File: config.mk
export PLATFORM = sky130hd
export DESIGN_NAME = centered_inverse_similarity_transform
export DESIGN_NICKNAME = d
export VERILOG_FILES = /design/src/rtl/centered_inverse_similarity_transform.sv
export SDC_FILE = /design/constraint.sdc
export NUM_CORES = 1
export LEC_CHECK = 0
export BUFFER_PORTS_ARGS = -buffer_cell sky130_fd_sc_hd__buf_2
export CAP_MARGIN = 20
export CORE_ASPECT_RATIO = 1.5
export CORE_UTILIZATION = 55
export CTS_BUF_LIST = sky130_fd_sc_hd__clkbuf_8
export DETAILED_ROUTE_END_ITERATION = 10
export HOLD_SLACK_MARGIN = 0.02
export PLACE_DENSITY_LB_ADDON = 0.25
export SYNTH_ARGS = -nofsm -noshare
export SYNTH_HDL_FRONTEND = slang
export SYNTH_SLANG_ARGS = --single-unit
File: constraint.sdc
create_clock -name clk -period 3.7 [get_ports clk]
set_input_delay 0.555 -clock clk [delete_from_list [all_inputs] [get_ports clk]]
set_output_delay 0.555 -clock clk [all_outputs]
set_load 0.05 [all_outputs]
File: src/rtl/centered_inverse_similarity_transform.sv
// rtl/centered_inverse_similarity_transform.sv - re-applies stored f sign flips to projected vectors
module centered_inverse_similarity_transform #(
  parameter int TAG_WIDTH   = 32,
  parameter int BLOCKLENGTH = 1,
  parameter int DATA_WIDTH  = 8,
  parameter int FIFO_DEPTH  = 4
) (
  input  logic                              clk,
  input  logic                              reset,
  input  logic                              f_valid,
  input  logic [0:BLOCKLENGTH-1]            f_in,
  output logic                              f_ready,
  input  logic                              valid_in,
  input  logic [TAG_WIDTH-1:0]              tag_in,
  input  logic [DATA_WIDTH*BLOCKLENGTH-1:0] data_in,
  output logic                              ready_out,
  input  logic                              ready_in,
  output logic                              valid_out,
  output logic [TAG_WIDTH-1:0]              tag_out,
  output logic [DATA_WIDTH*BLOCKLENGTH-1:0] data_out,
  output logic                              busy,
  output logic [$clog2(FIFO_DEPTH):0]       f_count
);

  localparam int PTR_W = $clog2(FIFO_DEPTH);
  localparam int CNT_W = PTR_W + 1;
  localparam logic [CNT_W-1:0] FULL = CNT_W'(FIFO_DEPTH);
  localparam logic [DATA_WIDTH-1:0] MOST_NEG = {1'b1, {(DATA_WIDTH-1){1'b0}}};
  localparam logic [DATA_WIDTH-1:0] MOST_POS = {1'b0, {(DATA_WIDTH-1){1'b1}}};

  logic [0:BLOCKLENGTH-1]            f_mem [0:FIFO_DEPTH-1];
  logic [PTR_W-1:0]                  wr_ptr;
  logic [PTR_W-1:0]                  rd_ptr;
  logic [CNT_W-1:0]                  count;

  logic                              v0;
  logic                              v1;
  logic [DATA_WIDTH*BLOCKLENGTH-1:0] d0;
  logic [0:BLOCKLENGTH-1]            f0;
  logic [TAG_WIDTH-1:0]              t0;
  logic [DATA_WIDTH*BLOCKLENGTH-1:0] d1;
  logic [TAG_WIDTH-1:0]              t1;

  logic                              enable;
  logic                              push;
  logic                              accept;
  logic [DATA_WIDTH*BLOCKLENGTH-1:0] xform;
  logic [DATA_WIDTH-1:0]             comp;

  // Handshake decode; a data beat never bypasses an empty FIFO.
  assign enable    = !v1 || ready_in;
  assign f_ready   = (count != FULL);
  assign ready_out = enable && (count != '0);
  assign push      = f_valid && f_ready;
  assign accept    = valid_in && ready_out;

  assign valid_out = v1;
  assign tag_out   = t1;
  assign data_out  = d1;
  assign busy      = v0 || v1 || (count != '0);
  assign f_count   = count;

  // f FIFO: circular buffer, pop follows each accepted data beat.
  always_ff @(posedge clk or posedge reset) begin
    if (reset) begin
      wr_ptr <= '0;
      rd_ptr <= '0;
      count  <= '0;
      for (int k = 0; k < FIFO_DEPTH; k++) f_mem[k] <= '0;
    end else begin
      if (push) begin
        f_mem[wr_ptr] <= f_in;
        wr_ptr        <= wr_ptr + 1'b1;
      end
      if (accept) rd_ptr <= rd_ptr + 1'b1;
      if (push && !accept)      count <= count + 1'b1;
      else if (!push && accept) count <= count - 1'b1;
    end
  end

  // Per-component conditional negation with saturation of the most negative code.
  always_comb begin
    xform = '0;
    comp  = '0;
    for (int i = 0; i < BLOCKLENGTH; i++) begin
      comp = d0[i*DATA_WIDTH +: DATA_WIDTH];
      if (f0[i]) xform[i*DATA_WIDTH +: DATA_WIDTH] = (comp == MOST_NEG) ? MOST_POS : ({DATA_WIDTH{1'b0}} - comp);
      else       xform[i*DATA_WIDTH +: DATA_WIDTH] = comp;
    end
  end

  // Two-stage pipeline; every stage register holds while stalled.
  always_ff @(posedge clk or posedge reset) begin
    if (reset) begin
      v0 <= 1'b0;
      v1 <= 1'b0;
      d0 <= '0;
      f0 <= '0;
      t0 <= '0;
      d1 <= '0;
      t1 <= '0;
    end else if (enable) begin
      v0 <= accept;
      d0 <= data_in;
      f0 <= f_mem[rd_ptr];
      t0 <= tag_in;
      v1 <= v0;
      d1 <= xform;
      t1 <= t0;
    end
  end

endmodule

==> impl_metrics.yaml <==
cts:
  clock_path_buffers: 2
  tritoncts: "yes"
  h-tree-depth: 3
  clock_latency_ps: 350
  cts_made_buffers: 9
  cts_resized: 0
  cts_hold_buf: 0
  post-cts-setup-buffer-count: 0
  clkTransAtPathRegs_ps: 90
  clock_sinks: 94
  root_buffer: "clkbuf_8"
timing:
  finalCriticalPeriod_ps: 2170
  slew_viol_final: 0
  finalSetupViolations: 0
  holdWs_ps: 240
  finClkSkew_ps: 10.4
  worst_slew_pin_slew_ps: 758
  max_freq_mhz: 461
  fin_crit_sh_pct: 58.6
  fin_setup_tns_ps: 0
  relSlewSlack_pct: 49.5
  hold_viol: 0
  rsz0062_at_grt: "no"
finish:
  regArea_um2: 2350
  fin_util_pct: 69.2
  drive_gt1_share_pct: 24.4
  nets: 551
  nFillCells: 549
  area_delta_synth_final_pct: 20.0
  multi_input_area_um2: 1380
  antenna_cells: 0
synth:
  synth.cell_area_um2: 3820
  synth_area_leader_cell: "dfrtp_1"
  synth_compound_area_share_pct: 3.34
  synth_top_family_by_area: "simple AND/OR/NAND/NOR gates"
  synth-adder-area-share_pct: 2.49
  synth_area_leaders: "dfrtp_1, nand2_1, ha_1"
  synthXorXnorAreaFrac_pct: 2.30
  ys_seq_elements: 94
  yosysWarnings: 0
  syn_nets: 463
  synthCells: 410
  synth_seq_area_share_pct: 61.6
  synthMuxAreaShare_pct: 2.33
  synth_top_area_share_pct: 61.6
  synth-simple-area-share_pct: 25.4
  syn_area_per_cell_um2: 9.31
  ys_types: 29
routing:
  vias_per_cell: 4.95
  routedWlPerCell_um: 12.4
  first_pass_iters: 5
  antenna_left: 0
  drc: 0
  drt_first_iter_violations: 141
  drt_wl_total_mm: 7.14
  vias: 2855
power_and_ir_drop:
  total_leakage_power_nw: 2.50
  peakVddDrop_mv: 0.600
  power_density_nw_per_um2: 902
  total_power_w: 0.00413
critical_path:
  reg2reg_slack_ps: 1530
  crit_start: "f_count[0]"
  critPathRequiredTime_ps: 3980
  critPathKind: "register to register"
  cp-end-kind: "register"
  cp.arrival_ps: 2450
  timing.rr.start: "f_count[0]"
  cp_max_fo: 5
  start_kind: "register"
floorplan:
  ios: 93
  die_h_um: 104
  coreArea_um2: 6620
  dieArea_um2: 7280
  rows: 36
  start_util_pct: 57.6
  chipWidth_um: 70.0
global_routing:
  grt_max_degree: 75
  grt_overflow_total: 0
  grt_pass1_wl_mm: 12.7
  grt_pass1_vias: 2912
  antenna_found_initial: 0
  track_usage_pct: 21.9
placed_design:
  io_buffer_count: 92
  dp_hpwl_mm: 4.81
  gp_routability_congestion: 0.721
run_status:
  status: "finished clean"
run:
  cap_violations: 0
worst_hold_path:
  hold_path.class: "primary input to async pin"
## final timing paths
check | to | cells after the start
min in group clk | t0[6] | 3
max in group asynchronous | comp[7] | 3
hold reg to reg | tag_out[6] | 2
hold / removal | t0[13] | 2
setup reg to reg | f_count[2] | 9
setup / recovery | f_count[2] | 9
## sequential cells by signal, indices dropped and copies added (netlist names)
signal	cells
comp	8
data_out	8
f0	1
f_count	3
f_mem	4
rd_ptr	2
t0	32
tag_out	32
v0	1
valid_out	1
wr_ptr	2
## synthesized netlist by cell type
cell      count
o22a_1        1
mux2_2        5
a21boi_2      1
nand2_1     225
o31a_2        1
ha_1          6
nor2_1       11
fa_1          1
a21oi_1       7
buf_1         3
or3_1         1
o21ai_0       8
buf_2         2
nand3_1       1
inv_1         7
mux2i_1       1
or3_4         1
nand2b_1      3
xnor2_1       5
xor2_1        5
o211ai_1      1
nor2b_1       1
o31ai_1       2
nor4_4        1
mux4_2        1
clkbuf_1     13
and3b_1       1
dfrtp_1      94
nor3_1        1
## kinds of logic after synthesis
family	count (synthesis)
AOI/OAI and AO/OA	21
xor gates and xnor gates	10
adders and majority gates	7
buffers and inverters	25
DFF	94
muxes	7
and+or+nand+nor	246
## where the power goes
part / internal, W / leakage (nW) / switching (W)
registers: 0.00139 / 1.13 / 0.000229
logic: 0.000473 / 1.26 / 0.00128
clock network: 0.000439 / 0.115 / 0.000327
## through the flow
step           area [um^2]  setup WS (ps)  instances
2_1_floorplan         3820            696        410
3_3_place_gp          4330           1620        562
3_5_place_dp          4360           1540        563
4_1_cts               4580           1530        577
5_1_grt               4580           1340        577
6_report              4580           1530        577
## metal layers
layer	global-route usage [%]	vias up	part of all wire, %
met5	0	-	0
met4	9.86	0	1.6
met3	4.75	8	4.2
met2	37.8	63	50
met1	26.0	1341	44
li1	-	1443	-
## area by class of cell
type,count,share of cell area (%)
clock buffer,9,2.70
clock inverter,5,2.19
inverter,7,0.628
multi-input combinational,291,30.1
sequential,94,51.4
tap,76,2.08
timing repair buffer,95,11.0
## cells in the final DEF, fill, tap and decap left out, drive strengths merged, types with 2 or more instances in the layout
cell    instances
bufinv          3
mux2            5
or3             2
ha              6
dfrtp          94
xor2            5
o21ai           8
clkbuf          9
nand2         225
o31ai           2
buf            95
a21oi           7
xnor2           5
clkinv          2
nand2b          3
inv             7
nor2           11
## critical path, cell delays in order (launching register included)
cell and delay (ps):
dfrtp_1 450, nor3_1 320, nor2_1 110, nand2_1 140, ha_1 200, inv_1 60
fa_1 370, xor2_1 170, nor2_1 120, xor2_1 150
Note: power is estimated with default switching activity, not from simulation.
